File: config.mk
export PLATFORM = sky130hd
export DESIGN_NAME = pool_fmap_buffer
export DESIGN_NICKNAME = d
export VERILOG_FILES = /design/src/rtl/lenet_pkg.sv /design/src/rtl/fmap_bank.sv /design/src/rtl/pool_fmap_buffer.sv
export SDC_FILE = /design/constraint.sdc
export NUM_CORES = 2
export LEC_CHECK = 0
export CAP_MARGIN = 20
export CORE_MARGIN = 10
export CORE_UTILIZATION = 55
export CTS_CLUSTER_DIAMETER = 50
export DETAILED_ROUTE_END_ITERATION = 12
export PLACE_DENSITY = 0.71
export SLEW_MARGIN = 10
export SYNTH_ARGS = -nofsm -noshare
export SYNTH_HDL_FRONTEND = slang
export SYNTH_SLANG_ARGS = --single-unit
File: constraint.sdc
create_clock -name clk -period 6.7 [get_ports clk]
set_input_delay 1.34 -clock clk [delete_from_list [all_inputs] [get_ports clk]]
set_output_delay 1.34 -clock clk [all_outputs]
set_load 0.01 [all_outputs]
File: src/rtl/lenet_pkg.sv
// Types and constants shared by the LeNet feature-map stages.
package lenet_pkg;

   localparam int unsigned DATA_W = 8;

   typedef enum logic [1:0] {
      BankEmpty,
      BankFilling,
      BankReady
   } bank_st_e;

   typedef enum logic {
      WrFill,
      WrStall
   } wr_st_e;

endpackage

File: src/rtl/fmap_bank.sv
// One feature-map bank: N x DATA_W RAM (one write port, one registered read port),
// a per-address valid bitmap and a count of distinct addresses written since the last clear.
module fmap_bank #(
   parameter int unsigned N      = 196,
   parameter int unsigned DATA_W = 8,
   parameter int unsigned ADDR_W = 8
) (
   input  logic              clk,
   input  logic              rst,
   input  logic              clr,
   input  logic              wr_en,
   input  logic [ADDR_W-1:0] wr_addr,
   input  logic [DATA_W-1:0] wr_data,
   output logic              wr_hit,
   output logic [ADDR_W:0]   fill_cnt,
   input  logic              rd_en,
   input  logic [ADDR_W-1:0] rd_addr,
   output logic [DATA_W-1:0] rd_data
);

   localparam logic [ADDR_W:0] NumPix = (ADDR_W+1)'(N);

   logic [DATA_W-1:0] mem_q [N];
   logic [N-1:0]      bitmap_q, bitmap_d;
   logic [ADDR_W:0]   cnt_q, cnt_d;
   logic [DATA_W-1:0] rd_data_q, rd_data_d;
   logic              wr_ok;
   logic              rd_ok;

   assign wr_ok    = wr_en && ({1'b0, wr_addr} < NumPix);
   assign rd_ok    = {1'b0, rd_addr} < NumPix;
   // Address already written this frame: a rewrite replaces data but must not bump the count.
   assign wr_hit   = wr_ok && bitmap_q[wr_addr];
   assign fill_cnt = cnt_q;
   assign rd_data  = rd_data_q;

   // Bitmap/counter bookkeeping and registered read; clear wins over a write.
   always_comb begin
      bitmap_d  = bitmap_q;
      cnt_d     = cnt_q;
      rd_data_d = rd_data_q;
      if (clr) begin
         bitmap_d = '0;
         cnt_d    = '0;
      end else if (wr_ok && !bitmap_q[wr_addr]) begin
         bitmap_d[wr_addr] = 1'b1;
         cnt_d             = cnt_q + (ADDR_W+1)'(1);
      end
      if (rd_en) begin
         rd_data_d = rd_ok ? mem_q[rd_addr] : '0;
      end
   end

   // State registers.
   always_ff @(posedge clk) begin
      if (rst) begin
         bitmap_q  <= '0;
         cnt_q     <= '0;
         rd_data_q <= '0;
      end else begin
         bitmap_q  <= bitmap_d;
         cnt_q     <= cnt_d;
         rd_data_q <= rd_data_d;
      end
   end

   // Pixel storage, deliberately not reset.
   always_ff @(posedge clk) begin
      if (wr_ok) begin
         mem_q[wr_addr] <= wr_data;
      end
   end

endmodule

File: src/rtl/pool_fmap_buffer.sv
// Ping-pong feature-map buffer: fills one bank out of order while the other is read.
module pool_fmap_buffer #(
   parameter int unsigned OUT_W  = 14,
   parameter int unsigned OUT_H  = 14,
   parameter int unsigned DATA_W = lenet_pkg::DATA_W,
   parameter int unsigned ADDR_W = 8
) (
   input  logic              clk,
   input  logic              rst,
   input  logic              in_valid,
   input  logic [DATA_W-1:0] in_data,
   input  logic [ADDR_W-1:0] in_addr,
   output logic              frame_ready,
   input  logic              rd_en,
   input  logic [ADDR_W-1:0] rd_addr,
   output logic [DATA_W-1:0] rd_data,
   input  logic              frame_release,
   output logic              overflow,
   output logic              addr_err,
   output logic [7:0]        frame_count
);

   import lenet_pkg::*;

   localparam int unsigned     N       = OUT_W * OUT_H;
   localparam logic [ADDR_W:0] NumPix  = (ADDR_W+1)'(N);
   localparam logic [ADDR_W:0] LastCnt = (ADDR_W+1)'(N - 1);

   bank_st_e bank_st_q [2];
   bank_st_e bank_st_d [2];
   wr_st_e   wr_st_q, wr_st_d;
   logic     wr_sel_q, wr_sel_d;
   logic     rd_sel_q, rd_sel_d;
   logic     last_rd_q, last_rd_d;
   logic     frame_ready_q, frame_ready_d;
   logic     overflow_q, overflow_d;
   logic     addr_err_q, addr_err_d;
   logic [7:0] frame_count_q, frame_count_d;

   logic [1:0]        bank_wr_en;
   logic [1:0]        bank_clr;
   logic [1:0]        bank_rd_en;
   logic [1:0]        bank_hit;
   logic [ADDR_W:0]   bank_cnt [2];
   logic [DATA_W-1:0] bank_rd_data [2];

   logic addr_ok;
   logic release_ok;
   logic other_sel;

   for (genvar b = 0; b < 2; b++) begin : g_bank
      fmap_bank #(
         .N      (N),
         .DATA_W (DATA_W),
         .ADDR_W (ADDR_W)
      ) u_bank (
         .clk      (clk),
         .rst      (rst),
         .clr      (bank_clr[b]),
         .wr_en    (bank_wr_en[b]),
         .wr_addr  (in_addr),
         .wr_data  (in_data),
         .wr_hit   (bank_hit[b]),
         .fill_cnt (bank_cnt[b]),
         .rd_en    (bank_rd_en[b]),
         .rd_addr  (rd_addr),
         .rd_data  (bank_rd_data[b])
      );
   end

   assign addr_ok     = {1'b0, in_addr} < NumPix;
   assign release_ok  = frame_release && frame_ready_q;
   assign other_sel   = ~wr_sel_q;
   assign frame_ready = frame_ready_q;
   assign overflow    = overflow_q;
   assign addr_err    = addr_err_q;
   assign frame_count = frame_count_q;
   // Read data stays with the bank last read so it holds across bank swaps.
   assign rd_data     = bank_rd_data[last_rd_q];

   // Write FSM, bank hand-over and read steering; a release is applied before completion.
   always_comb begin
      bank_st_d     = bank_st_q;
      wr_st_d       = wr_st_q;
      wr_sel_d      = wr_sel_q;
      rd_sel_d      = rd_sel_q;
      last_rd_d     = last_rd_q;
      overflow_d    = overflow_q;
      addr_err_d    = addr_err_q;
      frame_count_d = frame_count_q;
      bank_wr_en    = '0;
      bank_clr      = '0;
      bank_rd_en    = '0;

      if (in_valid && !addr_ok) begin
         addr_err_d = 1'b1;
      end

      if (release_ok) begin
         bank_st_d[rd_sel_q] = BankEmpty;
         bank_clr[rd_sel_q]  = 1'b1;
         rd_sel_d            = ~rd_sel_q;
      end

      unique case (wr_st_q)
         WrFill: begin
            if (in_valid && addr_ok) begin
               bank_wr_en[wr_sel_q] = 1'b1;
               if (!bank_hit[wr_sel_q] && (bank_cnt[wr_sel_q] == LastCnt)) begin
                  bank_st_d[wr_sel_q] = BankReady;
                  frame_count_d       = frame_count_q + 8'd1;
                  if (bank_st_d[other_sel] == BankEmpty) begin
                     bank_st_d[other_sel] = BankFilling;
                     wr_sel_d             = other_sel;
                  end else begin
                     wr_st_d = WrStall;
                  end
               end
            end
         end
         WrStall: begin
            // Pixels are dropped here, including the one in the cycle the stall ends.
            if (in_valid) begin
               overflow_d = 1'b1;
            end
            if (bank_st_d[other_sel] == BankEmpty) begin
               bank_st_d[other_sel] = BankFilling;
               wr_sel_d             = other_sel;
               wr_st_d              = WrFill;
            end
         end
         default: wr_st_d = WrFill;
      endcase

      // Forced low for one cycle after a release even if the other bank is already READY.
      frame_ready_d = (bank_st_d[rd_sel_d] == BankReady) && !release_ok;

      if (rd_en && frame_ready_q) begin
         bank_rd_en[rd_sel_q] = 1'b1;
         last_rd_d            = rd_sel_q;
      end
   end

   // State registers.
   always_ff @(posedge clk) begin
      if (rst) begin
         bank_st_q[0]  <= BankFilling;
         bank_st_q[1]  <= BankEmpty;
         wr_st_q       <= WrFill;
         wr_sel_q      <= 1'b0;
         rd_sel_q      <= 1'b0;
         last_rd_q     <= 1'b0;
         frame_ready_q <= 1'b0;
         overflow_q    <= 1'b0;
         addr_err_q    <= 1'b0;
         frame_count_q <= 8'd0;
      end else begin
         bank_st_q     <= bank_st_d;
         wr_st_q       <= wr_st_d;
         wr_sel_q      <= wr_sel_d;
         rd_sel_q      <= rd_sel_d;
         last_rd_q     <= last_rd_d;
         frame_ready_q <= frame_ready_d;
         overflow_q    <= overflow_d;
         addr_err_q    <= addr_err_d;
         frame_count_q <= frame_count_d;
      end
   end

endmodule

==> out/results.ini <==
[outcome]
status=complete, no violations

[global_routing]
antenna_found_initial=15
grt_pass1_wl_um=512000
grt_usage=0.254
first_global_vias=72100
grt_overflow=0
grt_max_degree=205

[placed_design]
gp_congestion=0.846
dpl_cell_area_sq_um=145000
dp_hpwl_um=208000
io_buffers=47
pre_cts_ws_ps=951

[routing]
drt-initial-drc-count=10100
antenna_left=0
avgViaCountPerCell=6.65
dr.pass1.iters=6
wl_um=349000
vias=72700
drc_errors=0
wl_per_cell_um=31.9

[die]
design.portCount=48
coreArea_sq_um=252000
dieArea_sq_um=275000
die_y_um=524
num_rows=184
die_w_um=524
start_util=0.554

[worst_setup_path]
path_cells=clkdlybuf4s50_1, and4b_2, nand3_1, nand4_1, or4_1, or3_1, nor3_4, buf_4, nand3_1, or4_1, nand2_1
crit_end=g_bank[1].u_bank.fill_cnt[6]$_SDFFE_PP0P_
timing.rr.start=g_bank[0].u_bank.bitmap_q[10]$_SDFFE_PP0P_
r2r_end=frame_count[7]$_SDFFE_PP0P_
critPathLaunch=in_addr[5]
cpMaxStageDelayCell=clkdlybuf4s50_1
max_stage_delay_ps=1020
rrSetupSlack_ps=3130
crit_type=input port to flop
crit_required_ps=7610
rr_worst_depth=9
worstSetupEndpointType=flop
arrival_ps=5820
critPathMaxFanout=28
crit_path_start_kind=input port

[yosys]
netlist_instances=7117
yosysSeqAreaShare=0.738
synth_cell_types=75
synth-edff-count=3136
ys_warn_count=0
syn_area_sq_um=140000
ys_seq_elements=3581
synthFlopType=edfxtp_1
syn-num-nets=7151
synth-async-reset-ratio=0
syn-mean-instance-area_sq_um=19.6

[layout]
seq_area_sq_um=103000
nNetsFinal=7301
multi_input_area_sq_um=34600
syn_to_final_growth_pct=12.8
fill_cells=16800
drive_above_1_share=0.262
design_area_sq_um=158000

[sta]
worst_pin_slew_ps=1300
fmax_mhz=203
min_period_over_period=0.734
slew_violations=0
setup_ws_ps=1780
rsz0062_at_grt=false
finalCriticalPeriod_ps=4920
fin_skew_ps=94.3
finalHoldViolCount=0
slew_headroom=0.137
setup_viol=0
timing.setup.tns_ps=0

[clocking]
cts_tree=built
cts_resized=0
clock_latency_ps=1040
numCtsBuffers=389
clock_sinks=3581
h-tree-depth=5
cts_buffer_depth=4
post_cts_buffers=0
cts_root_buf=clkbuf_16
clk_pin_slew_ps=60
cts-hold-fix-buffers=0

[pwr]
powerDensity_nw_per_um2=302
p_total_w=0.0475
leakage_nw=49.4
vdd_drop_max_mv=0.326

[run]
maxCapViolCount=0

[worst_hold_path]
hold_class=flop to flop

area by class of cell:
| class | count | area share |
|---|---|---|
| sequential | 3581 | 0.654 |
| multi-input combinational | 2989 | 0.219 |
| clock buffer | 480 | 0.0656 |
| tap | 3348 | 0.0266 |
| timing repair buffer | 295 | 0.0204 |
| clock inverter | 218 | 0.0138 |
| inverter | 11 | 0.000262 |
| antenna | 13 | 0.000206 |
Yosys cell counts, types with 19 or more instances:
cell,n,area [sq um]
nor2b_1,19,119
nor3_1,22,110
a22oi_1,20,150
a31oi_1,393,2460
buf_2,106,531
clkbuf_1,327,1230
nand3_1,31,155
nand2_1,245,920
mux4_2,1085,24400
nor2_1,838,3150
a21oi_1,40,200
a22o_1,19,166
buf_1,81,304
edfxtp_1,3136,94200
dfxtp_1,445,8910
mux2_2,25,282
mux2i_1,61,611
cell usage in the layout (no fill, tap or decap), types with 13 or more instances in the layout:
master           synthesis  routed
edfxtp_1              3136    3136
mux4_2                1085    1085
nor2_1                 838     826
dfxtp_1                445     445
clkbuf_16                0     396
a31oi_1                393     393
nand2_1                245     243
buf_4                   11     182
clkbuf_1               327      72
clkinv_1                 1      70
buf_12                   0      65
mux2i_1                 61      61
clkinv_2                 0      50
a21oi_1                 40      40
bufinv_16                0      35
nand3_1                 31      31
clkdlybuf4s50_1          0      28
mux2_2                  25      25
a22oi_1                 20      20
nor2b_1                 19      19
a22o_1                  19      19
inv_6                    0      19
nand4_1                 17      17
nor3_1                  22      17
clkinvlp_4               0      17
o21ai_0                 16      16
clkinv_4                 0      15
diode_2                  0      13
logic make-up (layout without fill, tap and decap cells):
logic type               count (synthesis)  count (layout)  share of synthesized area
multiplexers                          1179            1179                      0.183
XOR/XNOR                                14              14                   0.000877
adder cells (fa/ha/maj)                  5               5                   0.000448
other                                    0              13                          0
flip-flops                            3581            3581                      0.738
buffers and inverters                  547            1004                     0.0166
AO/OA/AOI/OAI                          543             543                     0.0252
AND/OR/NAND/NOR                       1248            1248                     0.0366
report_power, final:
| part | internal (W) | total [W] | leakage (nW) | switching (W) |
|---|---|---|---|---|
| clock | 0.0123 | 0.0210 | 6.09 | 0.00866 |
| sequential | 0.0242 | 0.0243 | 31.8 | 0.00000474 |
| combinational | 0.000854 | 0.00229 | 11.6 | 0.00144 |
| total | 0.0374 | 0.0475 | 49.4 | 0.0101 |
metrics by stage:
step | cells | hold WS, ps | util
after detailed placement | 10200 | 448 | 0.575
after global routing | 10900 | 480 | 0.625
after CTS | 10900 | 462 | 0.625
final | 10900 | 458 | 0.625
after floorplan | 7117 | 421 | -
after global placement | 10200 | 432 | 0.575
critical path: cells and delay by family:
| family | cells | cell delay, ps |
|---|---|---|
| and+or+nand+nor | 9 | 3170 |
| buffers and inverters | 2 | 1290 |
flip-flops by register name, summed over array words and instances, names as in the netlist:
name	count
last_rd_q	1
addr_err	1
g_bank.u_bank.mem_q	3136
g_bank.u_bank.fill_cnt	18
g_bank.u_bank.bitmap_q	392
overflow	1
rd_sel_q	1
wr_sel_q	1
frame_ready	1
g_bank.u_bank.rd_data	16
frame_count	8
wr_st_q	1
bank_st_q	4
metal layers:
layer	up-vias	part of all wire	GRT usage	wire length, um
met5	-	0.00022	0	78
met4	10	0.037	0.0886	13000
met3	744	0.10	0.0535	35700
met2	4164	0.47	0.392	165000
met1	38300	0.39	0.365	135000
li1	29400	-	-	-
worst min path at each step:
stage,cells past startpoint,start,endpoint
after floorplan,2,g_bank[0].u_bank.rd_data[1]$_SDFFE_PP0P_,g_bank[0].u_bank.rd_data[1]$_SDFFE_PP0P_
after global placement,2,g_bank[0].u_bank.rd_data[6]$_SDFFE_PP0P_,g_bank[0].u_bank.rd_data[6]$_SDFFE_PP0P_
after detailed placement,2,g_bank[0].u_bank.bitmap_q[125]$_SDFFE_PP0P_,g_bank[0].u_bank.bitmap_q[125]$_SDFFE_PP0P_
after CTS,2,g_bank[0].u_bank.bitmap_q[125]$_SDFFE_PP0P_,g_bank[0].u_bank.bitmap_q[125]$_SDFFE_PP0P_
after global routing,2,g_bank[0].u_bank.bitmap_q[125]$_SDFFE_PP0P_,g_bank[0].u_bank.bitmap_q[125]$_SDFFE_PP0P_
final,2,g_bank[0].u_bank.bitmap_q[125]$_SDFFE_PP0P_,g_bank[0].u_bank.bitmap_q[125]$_SDFFE_PP0P_
No activity file was read; power rests on OpenSTA's default activity.
